### src/rtl/shift_cmd_sequencer_if.sv
// Command / result handshake bundle for shift_cmd_sequencer.
// master: the command producer and result consumer; slave: the sequencer.
interface shift_cmd_sequencer_if #(
  parameter int DW = 8,
  parameter int SW = 3
);
  logic          cmd_valid;
  logic          cmd_ready;
  logic [DW-1:0] cmd_data;
  logic [SW-1:0] cmd_shamt;
  logic          cmd_dir;
  logic          res_valid;
  logic          res_ready;
  logic [DW-1:0] res_data;

  modport master (
    output cmd_valid, cmd_data, cmd_shamt, cmd_dir, res_ready,
    input  cmd_ready, res_valid, res_data
  );

  modport slave (
    input  cmd_valid, cmd_data, cmd_shamt, cmd_dir, res_ready,
    output cmd_ready, res_valid, res_data
  );
endinterface

### src/rtl/shift_cmd_sequencer.sv
// Upstream feeder for the barrel shifter: buffers rotate commands in a FIFO,
// drives the shifter load/shift/capture sequence one command at a time and
// presents each captured result on a valid/ready port.
// Optional build macro SHIFT_SEQ_SELFCHECK_EN adds a reference rotate model
// that flags a mismatching shifter output on the sticky chk_err output.
module shift_cmd_sequencer #(
  parameter int DW         = 8,
  parameter int SW         = 3,
  parameter int FIFO_DEPTH = 4,
  parameter int SHIFT_LAT  = 1
) (
  input  logic                          clk,
  input  logic                          rst_n,
  shift_cmd_sequencer_if.slave          bus,
  output logic [DW-1:0]                 sh_i,
  output logic [SW-1:0]                 sh_s,
  output logic [1:0]                    sh_c,
  input  logic [DW-1:0]                 sh_o,
  output logic                          busy,
  output logic [$clog2(FIFO_DEPTH):0]   fifo_level,
  output logic                          chk_err
);

  localparam int AW = $clog2(FIFO_DEPTH);
  localparam int LW = AW + 1;
  localparam int CW = (SHIFT_LAT > 1) ? $clog2(SHIFT_LAT) : 1;
  localparam int EW = DW + SW + 1;

  localparam logic [2:0] S_IDLE  = 3'd0;
  localparam logic [2:0] S_LOAD  = 3'd1;
  localparam logic [2:0] S_SHIFT = 3'd2;
  localparam logic [2:0] S_CAPT  = 3'd3;
  localparam logic [2:0] S_HOLD  = 3'd4;

  logic [EW-1:0] mem_q [FIFO_DEPTH];
  logic [AW-1:0] wr_ptr_q, wr_ptr_d, rd_ptr_q, rd_ptr_d;
  logic [LW-1:0] level_q, level_d;
  logic [2:0]    state_q, state_d;
  logic [DW-1:0] wdata_q, wdata_d;
  logic [SW-1:0] wshamt_q, wshamt_d;
  logic          wdir_q, wdir_d;
  logic [CW-1:0] cnt_q, cnt_d;
  logic          res_valid_q, res_valid_d;
  logic [DW-1:0] res_data_q, res_data_d;
  logic          push, pop, full, empty;

  assign full  = (level_q == LW'(FIFO_DEPTH));
  assign empty = (level_q == '0);
  // cmd_ready depends only on registered occupancy, never on a same-cycle pop
  assign push  = bus.cmd_valid && !full;

  // FIFO storage: payload only, no reset needed
  always_ff @(posedge clk) begin
    if (push) mem_q[wr_ptr_q] <= {bus.cmd_dir, bus.cmd_shamt, bus.cmd_data};
  end

  // FIFO pointer and occupancy update; pointers wrap at the power-of-2 depth
  always_comb begin
    wr_ptr_d = wr_ptr_q;
    rd_ptr_d = rd_ptr_q;
    level_d  = level_q;
    if (push) wr_ptr_d = wr_ptr_q + AW'(1);
    if (pop)  rd_ptr_d = rd_ptr_q + AW'(1);
    case ({push, pop})
      2'b10:   level_d = level_q + LW'(1);
      2'b01:   level_d = level_q - LW'(1);
      default: level_d = level_q;
    endcase
  end

  // Sequencer: pop a command, load, optional shift, wait SHIFT_LAT, hold result
  always_comb begin
    state_d     = state_q;
    wdata_d     = wdata_q;
    wshamt_d    = wshamt_q;
    wdir_d      = wdir_q;
    cnt_d       = cnt_q;
    res_valid_d = res_valid_q;
    res_data_d  = res_data_q;
    pop         = 1'b0;
    case (state_q)
      S_IDLE: begin
        if (!empty) begin
          pop     = 1'b1;
          state_d = S_LOAD;
        end
      end
      S_LOAD: begin
        cnt_d   = '0;
        state_d = (wshamt_q == '0) ? S_CAPT : S_SHIFT;
      end
      S_SHIFT: begin
        cnt_d   = '0;
        state_d = S_CAPT;
      end
      S_CAPT: begin
        if (cnt_q == CW'(SHIFT_LAT - 1)) begin
          res_data_d  = sh_o;
          res_valid_d = 1'b1;
          state_d     = S_HOLD;
        end else begin
          cnt_d = cnt_q + CW'(1);
        end
      end
      S_HOLD: begin
        if (bus.res_ready) begin
          res_valid_d = 1'b0;
          if (!empty) begin
            pop     = 1'b1;
            state_d = S_LOAD;
          end else begin
            state_d = S_IDLE;
          end
        end
      end
      default: state_d = S_IDLE;
    endcase
    if (pop) {wdir_d, wshamt_d, wdata_d} = mem_q[rd_ptr_q];
  end

  // Control and working registers; reset drops in-flight and queued commands
  always_ff @(posedge clk or negedge rst_n) begin
    if (!rst_n) begin
      wr_ptr_q    <= '0;
      rd_ptr_q    <= '0;
      level_q     <= '0;
      state_q     <= S_IDLE;
      wdata_q     <= '0;
      wshamt_q    <= '0;
      wdir_q      <= 1'b0;
      cnt_q       <= '0;
      res_valid_q <= 1'b0;
      res_data_q  <= '0;
    end else begin
      wr_ptr_q    <= wr_ptr_d;
      rd_ptr_q    <= rd_ptr_d;
      level_q     <= level_d;
      state_q     <= state_d;
      wdata_q     <= wdata_d;
      wshamt_q    <= wshamt_d;
      wdir_q      <= wdir_d;
      cnt_q       <= cnt_d;
      res_valid_q <= res_valid_d;
      res_data_q  <= res_data_d;
    end
  end

  // Shifter control decode from the current state
  always_comb begin
    sh_c = 2'b00;
    case (state_q)
      S_LOAD:  sh_c = 2'b11;
      S_SHIFT: sh_c = wdir_q ? 2'b10 : 2'b01;
      default: sh_c = 2'b00;
    endcase
  end

  assign sh_i          = wdata_q;
  assign sh_s          = wshamt_q;
  assign busy          = (state_q != S_IDLE);
  assign fifo_level    = level_q;
  assign bus.cmd_ready = !full;
  assign bus.res_valid = res_valid_q;
  assign bus.res_data  = res_data_q;

`ifdef SHIFT_SEQ_SELFCHECK_EN
  logic chk_err_q, chk_err_d;

  function automatic logic [DW-1:0] rot_ref(input logic [DW-1:0] d,
                                            input logic [SW-1:0] s,
                                            input logic          left);
    logic [2*DW-1:0] t;
    t = left ? ({d, d} << s) : ({d, d} >> s);
    return left ? t[2*DW-1:DW] : t[DW-1:0];
  endfunction

  // Compare the shifter output with the reference rotate on the capture edge
  always_comb begin
    chk_err_d = chk_err_q;
    if (state_q == S_CAPT && cnt_q == CW'(SHIFT_LAT - 1) &&
        sh_o != rot_ref(wdata_q, wshamt_q, wdir_q))
      chk_err_d = 1'b1;
  end

  // Sticky error flag, cleared only by reset
  always_ff @(posedge clk or negedge rst_n) begin
    if (!rst_n) chk_err_q <= 1'b0;
    else        chk_err_q <= chk_err_d;
  end

  assign chk_err = chk_err_q;
`else
  assign chk_err = 1'b0;
`endif

endmodule

### src/flat_wrapper.sv
// flat-port wrapper written by rule: the top's interface ports become plain ports
module shift_cmd_sequencer_flat 
#(
  parameter int DW         = 8,
  parameter int SW         = 3,
  parameter int FIFO_DEPTH = 4,
  parameter int SHIFT_LAT  = 1
)
  (clk, rst_n, sh_i, sh_s, sh_c, sh_o, busy, fifo_level, chk_err, bus_cmd_valid, bus_cmd_data, bus_cmd_shamt, bus_cmd_dir, bus_res_ready, bus_cmd_ready, bus_res_valid, bus_res_data);
  shift_cmd_sequencer_if #(.DW(DW), .SW(SW)) bus_i ();
  input  logic clk;
  input  logic rst_n;
  output logic [DW-1:0] sh_i;
  output logic [SW-1:0] sh_s;
  output logic [1:0] sh_c;
  input  logic [DW-1:0] sh_o;
  output logic busy;
  output logic [$clog2(FIFO_DEPTH):0] fifo_level;
  output logic chk_err;
  input wire logic [$bits(bus_i.cmd_valid)-1:0] bus_cmd_valid;
  input wire logic [$bits(bus_i.cmd_data)-1:0] bus_cmd_data;
  input wire logic [$bits(bus_i.cmd_shamt)-1:0] bus_cmd_shamt;
  input wire logic [$bits(bus_i.cmd_dir)-1:0] bus_cmd_dir;
  input wire logic [$bits(bus_i.res_ready)-1:0] bus_res_ready;
  output wire logic [$bits(bus_i.cmd_ready)-1:0] bus_cmd_ready;
  output wire logic [$bits(bus_i.res_valid)-1:0] bus_res_valid;
  output wire logic [$bits(bus_i.res_data)-1:0] bus_res_data;
  assign bus_i.cmd_valid = bus_cmd_valid;
  assign bus_i.cmd_data = bus_cmd_data;
  assign bus_i.cmd_shamt = bus_cmd_shamt;
  assign bus_i.cmd_dir = bus_cmd_dir;
  assign bus_i.res_ready = bus_res_ready;
  assign bus_cmd_ready = bus_i.cmd_ready;
  assign bus_res_valid = bus_i.res_valid;
  assign bus_res_data = bus_i.res_data;
  shift_cmd_sequencer #(.DW(DW), .SW(SW), .FIFO_DEPTH(FIFO_DEPTH), .SHIFT_LAT(SHIFT_LAT)) u_core (.clk(clk), .rst_n(rst_n), .bus(bus_i), .sh_i(sh_i), .sh_s(sh_s), .sh_c(sh_c), .sh_o(sh_o), .busy(busy), .fifo_level(fifo_level), .chk_err(chk_err));
endmodule
### config.mk
export PLATFORM = sky130hd
export DESIGN_NAME = shift_cmd_sequencer_flat
export DESIGN_NICKNAME = d
export VERILOG_FILES = /design/src/rtl/shift_cmd_sequencer_if.sv /design/src/rtl/shift_cmd_sequencer.sv /design/src/flat_wrapper.sv
export SDC_FILE = /design/constraint.sdc
export NUM_CORES = 1
export LEC_CHECK = 0
export BUFFER_PORTS_ARGS = -buffer_cell sky130_fd_sc_hd__buf_2
export CORE_MARGIN = 2
export CORE_UTILIZATION = 55
export CTS_BUF_LIST = sky130_fd_sc_hd__clkbuf_16
export CTS_CLUSTER_SIZE = 8
export DETAILED_ROUTE_END_ITERATION = 16
export PLACE_DENSITY = 0.81
export SLEW_MARGIN = 20
export SYNTH_ARGS = -nofsm -noshare
export SYNTH_HDL_FRONTEND = slang
export SYNTH_SLANG_ARGS = --single-unit
### constraint.sdc
create_clock -name clk -period 2.6 [get_ports clk]
set_input_delay 0.13 -clock clk [delete_from_list [all_inputs] [get_ports clk]]
set_output_delay 0.13 -clock clk [all_outputs]
set_load 0.03 [all_outputs]
==> metrics.csv, run 1 <==
metric;value;unit
status;complete, no violations;
fmax;445;MHz
synth-simple-area-share;4.74;%
fin_crit_sh;86.5;%
cts_buffers;9;
grt_max_degree;32;
reg2reg_slack;0.35;ns
synth_edf_count;48;
path_buf_inv;2;
layout.nets;259;
area_growth;18.6;%
synth_fa_ha_area_share;2.61;%
drive_gt1_share;40.6;%
vdd_drop_max;623;uV
cts_root_buf;clkbuf_16;
ios;52;
path_cells;or3b_1 > and2_4 > inv_1 > ha_1 > inv_1 > fa_1 > xor2_1 > nor2_1 > xor2_1;
synth_top_area_share;45.5;%
setup_viol;0;
n_fill_cell;394;
dp_hpwl;3.46;mm
cts_tree;yes;
hold_path.class;primary input to register;
drc;0;
yosys_warnings;0;
clock_path_buffers;2;
worstHoldStart;bus_cmd_data[4];
grt_setup_unrepaired;false;
synthArstFlopShare;39.2;%
critPathTopFamily;simple AND/OR/NAND/NOR gates;
cp_slowest_stage_delay;0.45;ns
synth_fp_nets;203;
cp.arrival;2.49;ns
ys_seq_area_share;70.0;%
drtIter0Drc;72;
final_area;3760;sq um
r2r-start;u_core.fifo_level[0]$_DFFE_PN0P_;
grt_use_total;18.6;%
grt-ovfl-total;0;
synth_flop_cell;edfxtp_1;
cts_resized;0;
dpl_cell_area;3470;sq um
synth_top_area_cell;edfxtp_1;
critPathSlowestCell;or3b_1;
postCtsSetupRepairBufs;0;
ant_nets;0;
worst-setup-path-type;register to register;
maxCapViolCount;0;
power.static_leakage;1.53;nW
power_density;1350;nW/um^2
hold_depth;1;
synth_top_family_by_area;multiplexers;
wire_per_inst;17.2;um
yosysMostFrequentCell;edfxtp_1;
grt_pass1_wl;8.49;mm
ctsHoldBuffers;1;
synthMuxAreaShare;16.8;%
syn-instance-count;173;
skew;0.00412;ns
detailedRoute.firstPassIterationCount;6;
synth_common_cells;48 x edfxtp_1, 31 x dfrtp_1, 21 x mux2_2;
finalWeightedCongestion;0.751;
r2r_cells;9;
die_w;79.9;um
slew_headroom;53.0;%
startpoint_type;register;
tightest_slew;0.705;ns
insertion_delay;0.32;ns
core;5540;sq um
synth.distinct_cells;35;
start_util;57.2;%
viasPerCell;5.43;
synthXorXnorAreaFrac;1.66;%
mappedNetlistArea;3170;sq um
r2r-end;u_core.fifo_level[2]$_DFFE_PN0P_;
worstSetupEndpointType;register;
die-area;6390;sq um
grt_antenna_before_repair;0;
portBuffers;50;
grt_pass1_vias;1678;
routed_wl;5.28;mm
setup-tns-final;0;ns
hold_path_end;u_core.mem_q[0][4]$_DFFE_PP_;
dieHeight;79.9;um
synth-seq-cells;79;
avgSynthCellArea;18.3;sq um
clkTransAtPathRegs;0.05;ns
hold_viol_final;0;
htree_levels;3;
synth_compound_area_share;1.46;%
routed-via-count;1662;
drv_slew;0;
std_cell_rows;27;
yosys-top-cells-area;edfxtp_1 45%, dfrtp_1 24%, mux2_2 7.5%;
period_minus_slack;2.25;ns
cp_max_fo;6;
clock_sinks;79;
antennaDiodeCount;0;
cp.required;2.84;ns
fin_hold_ws;0.0197;ns
-- worst max-delay path by stage --
stage          slack (ns)                        startpoint                               end  cells after the start
2_1_floorplan        0.19  u_core.fifo_level[2]$_DFFE_PN0P_  u_core.fifo_level[2]$_DFFE_PN0P_                      9
3_3_place_gp         0.45  u_core.fifo_level[1]$_DFFE_PN0P_  u_core.fifo_level[2]$_DFFE_PN0P_                      9
5_1_grt              0.18  u_core.fifo_level[0]$_DFFE_PN0P_  u_core.fifo_level[2]$_DFFE_PN0P_                      9
4_1_cts              0.33  u_core.fifo_level[0]$_DFFE_PN0P_  u_core.fifo_level[2]$_DFFE_PN0P_                      9
3_5_place_dp         0.40  u_core.fifo_level[0]$_DFFE_PN0P_  u_core.fifo_level[2]$_DFFE_PN0P_                      9
6_report             0.35  u_core.fifo_level[0]$_DFFE_PN0P_  u_core.fifo_level[2]$_DFFE_PN0P_                      9
-- kinds of logic after synthesis --
| logic type | Yosys count |
|---|---|
| and+or+nand+nor | 25 |
| AOI/OAI and AO/OA | 7 |
| buffers and inverters | 15 |
| other | 1 |
| muxes | 34 |
| adders and majority gates | 6 |
| xor gates and xnor gates | 6 |
| DFF | 79 |
-- metrics by stage --
step           utilization (%)  setup slack (ns)  instances  power [mW]
6_report                  67.9             0.351        306        5.07
5_1_grt                   67.9             0.184        306        5.36
4_1_cts                   67.9             0.335        306        5.14
3_5_place_dp              62.6             0.397        289        3.95
3_3_place_gp              62.6             0.454        289        3.88
2_1_floorplan                -             0.192        173        3.46
-- routing by layer --
layer	GRT usage, %	vias to the layer above	share of wire [%]
met4	6.10	0	1.5
met2	30.8	45	52
met1	22.5	849	41
met5	0	-	0
li1	-	760	-
met3	7.24	8	4.9
-- registers in the layout (all words and copies together) (netlist names) --
name,flops
u_core.bus.res_data,8
u_core.bus.res_valid,1
u_core.fifo_level,3
u_core.mem_q,48
u_core.rd_ptr_q,2
u_core.sh_i,8
u_core.sh_s,3
u_core.state_q,3
u_core.wdir_q,1
u_core.wr_ptr_q,2
-- layout by cell type (no fill, tap or decap), types with 4 or more instances in the layout --
cell and instances:
xnor2_1 4, and3_1 4, buf_2 50, dfrtp_1 31
mux2_2 21, ha_1 5, nor2_1 6, mux4_2 8
inv_1 10, mux4_1 4, edfxtp_1 48, clkbuf_16 9
-- final cells by class --
type / count / area [sq um] / area share (%)
flip-flops and latches: 79 / 2220 / 59.0
multi-input cells: 79 / 867 / 23.1
repair buffers: 53 / 275 / 7.32
clock buffers: 9 / 225 / 5.99
well taps: 72 / 90.1 / 2.40
clock inverters: 7 / 58.8 / 1.56
inverters: 7 / 26.3 / 0.699
-- report_power, final --
group	leakage [nW]	internal (mW)	switching [mW]
Sequential	0.804	1.76	0.303
Combinational	0.578	0.802	1.03
Clock	0.151	0.728	0.440
-- worst reg2reg max path, cell delays in order (launching register included) --
cell	delay, ns
dfrtp_1	0.42
or3b_1	0.45
and2_4	0.21
inv_1	0.05
ha_1	0.18
inv_1	0.07
fa_1	0.37
xor2_1	0.16
nor2_1	0.11
xor2_1	0.16
Power figures use the tool's default switching activity.
==> run 2: changes to the inputs <==
CORE_UTILIZATION = 50   (was 55)
CTS_CLUSTER_DIAMETER = 120   (was not set)
PLACE_DENSITY = 0.75   (was 0.81)
==> metrics.csv, run 2 (synthesis results as in run 1) <==
metric;value;unit
multi_input_area;867;sq um
critPathTopFamily;simple AND/OR/NAND/NOR gates;
dieHeight;83.6;um
finalWeightedCongestion;0.754;
grt_pass1_wl;8.09;mm
std_cell_rows;29;
setup_viol;0;
cp_max_fo;6;
place_ws;0.394;ns
final_cell_mix;50 x buf_2, 48 x edfxtp_1, 31 x dfrtp_1, 21 x mux2_2, 9 x clkbuf_16;
r2r-end;u_core.fifo_level[2]$_DFFE_PN0P_;
start_util;50.8;%
p_sw_share;34.8;%
cp.arrival;2.45;ns
viasPerCell;5.24;
grt_pass1_vias;1687;
clock_sinks;79;
grt_setup_unrepaired;false;
vdd_drop_max;827;uV
drv_slew;0;
reg2reg_slack;0.40;ns
n_fill_cell;477;
critPathSlowestCell;or3b_1;
period_minus_slack;2.20;ns
die-area;6990;sq um
cts_tree;yes;
grt-ovfl-total;0;
fin_crit_sh;84.8;%
dp_hpwl;3.25;mm
hold_path_end;u_core.mem_q[0][2]$_DFFE_PP_;
hold_path.class;primary input to register;
postCtsSetupRepairBufs;0;
final_common_cell;buf_2;
power_frac_seq;40.5;%
ios;52;
register_area;2220;sq um
grt_max_degree;32;
tightest_slew;0.711;ns
path_buf_inv;2;
r2r_cells;9;
cts_buffers;9;
skew;0.00505;ns
grt_antenna_before_repair;0;
grt_use_total;15.4;%
detailedRoute.firstPassIterationCount;4;
htree_levels;3;
portBuffers;50;
p_comb_share;35.9;%
fmax;454;MHz
worst-setup-path-type;register to register;
core;6240;sq um
dpl_cell_area;3470;sq um
clock_path_buffers;2;
cp_slowest_stage_delay;0.45;ns
insertion_delay;0.33;ns
setup-tns-final;0;ns
drtIter0Drc;51;
cp.required;2.85;ns
status;complete, no violations;
ctsHoldBuffers;1;
power.switching;1.76;mW
startpoint_type;register;
die_w;83.6;um
worstSetupEndpointType;register;
worstHoldStart;bus_cmd_data[2];
hold_depth;1;
routed_wl;4.90;mm
clkTransAtPathRegs;0.06;ns
routed-via-count;1630;
final_area;3770;sq um
drc;0;
power_density;1340;nW/um^2
slew_headroom;52.6;%
largest-register;u_core.mem_q;
cts_root_buf;clkbuf_16;
cts_resized;0;
largest_reg_flops;48;
area_growth;18.9;%
p_clk_share;23.6;%
path_cells;or3b_1 > and2_4 > inv_1 > ha_1 > inv_1 > fa_1 > xor2_1 > nor2_1 > xor2_1;
worst_slack;0.396;ns
drive_gt1_share;41.9;%
power.static_leakage;1.53;nW
layout.nets;259;
ant_nets;0;
hold_viol_final;0;
internal_power;3.30;mW
wire_per_inst;15.8;um
maxCapViolCount;0;
r2r-start;u_core.fifo_level[0]$_DFFE_PN0P_;
antennaDiodeCount;0;
run 2: per-layer routing:
metal | GRT usage [%] | vias to the layer above | part of all wire [%]
li1 | - | 763 | -
met5 | 0 | - | 0
met4 | 7.33 | 0 | 1.3
met2 | 24.4 | 45 | 49
met1 | 19.5 | 816 | 44
met3 | 4.75 | 6 | 5.5
run 2: metrics by stage:
step                util [%]  power, mW  cells  hold WS, ns
CTS                     60.4       5.13    311      0.00232
finish                  60.4       5.05    311       0.0120
detailed placement      55.6       3.92    294        0.224
floorplan                  -       3.46    173       -0.166
global route            60.4       5.35    311       0.0169
global placement        55.6       3.88    294        0.224
run 2: worst max path at each step:
stage | from | endpoint | slack [ns] | depth (start not counted)
after floorplan | u_core.fifo_level[2]$_DFFE_PN0P_ | u_core.fifo_level[2]$_DFFE_PN0P_ | 0.19 | 9
after CTS | u_core.fifo_level[0]$_DFFE_PN0P_ | u_core.fifo_level[2]$_DFFE_PN0P_ | 0.38 | 9
after detailed placement | u_core.fifo_level[0]$_DFFE_PN0P_ | u_core.fifo_level[2]$_DFFE_PN0P_ | 0.39 | 9
final | u_core.fifo_level[0]$_DFFE_PN0P_ | u_core.fifo_level[2]$_DFFE_PN0P_ | 0.40 | 9
after global placement | u_core.fifo_level[1]$_DFFE_PN0P_ | u_core.fifo_level[2]$_DFFE_PN0P_ | 0.47 | 9
after global routing | u_core.fifo_level[0]$_DFFE_PN0P_ | u_core.fifo_level[2]$_DFFE_PN0P_ | 0.24 | 9
run 2: worst register-to-register path, cell delays in order, from the launching register on:
cell	delay [ns]
dfrtp_1	0.42
or3b_1	0.45
and2_4	0.21
inv_1	0.05
ha_1	0.16
inv_1	0.06
fa_1	0.37
xor2_1	0.15
nor2_1	0.11
xor2_1	0.15
run 2: layout make-up:
class / instances / share of cell area (%)
flip-flops and latches: 79 / 58.8
multi-input cells: 79 / 23.0
repair buffers: 53 / 7.30
clock buffers: 9 / 5.97
well taps: 77 / 2.56
clock inverters: 7 / 1.66
inverters: 7 / 0.697
run 2: power groups by stage:
stage	logic (mW)	registers [mW]	clock network (mW)
finish	1.82	2.05	1.19
global route	1.98	2.10	1.27
CTS	1.85	2.06	1.22
detailed placement	1.85	2.08	0
global placement	1.82	2.06	0
floorplan	1.16	2.30	0
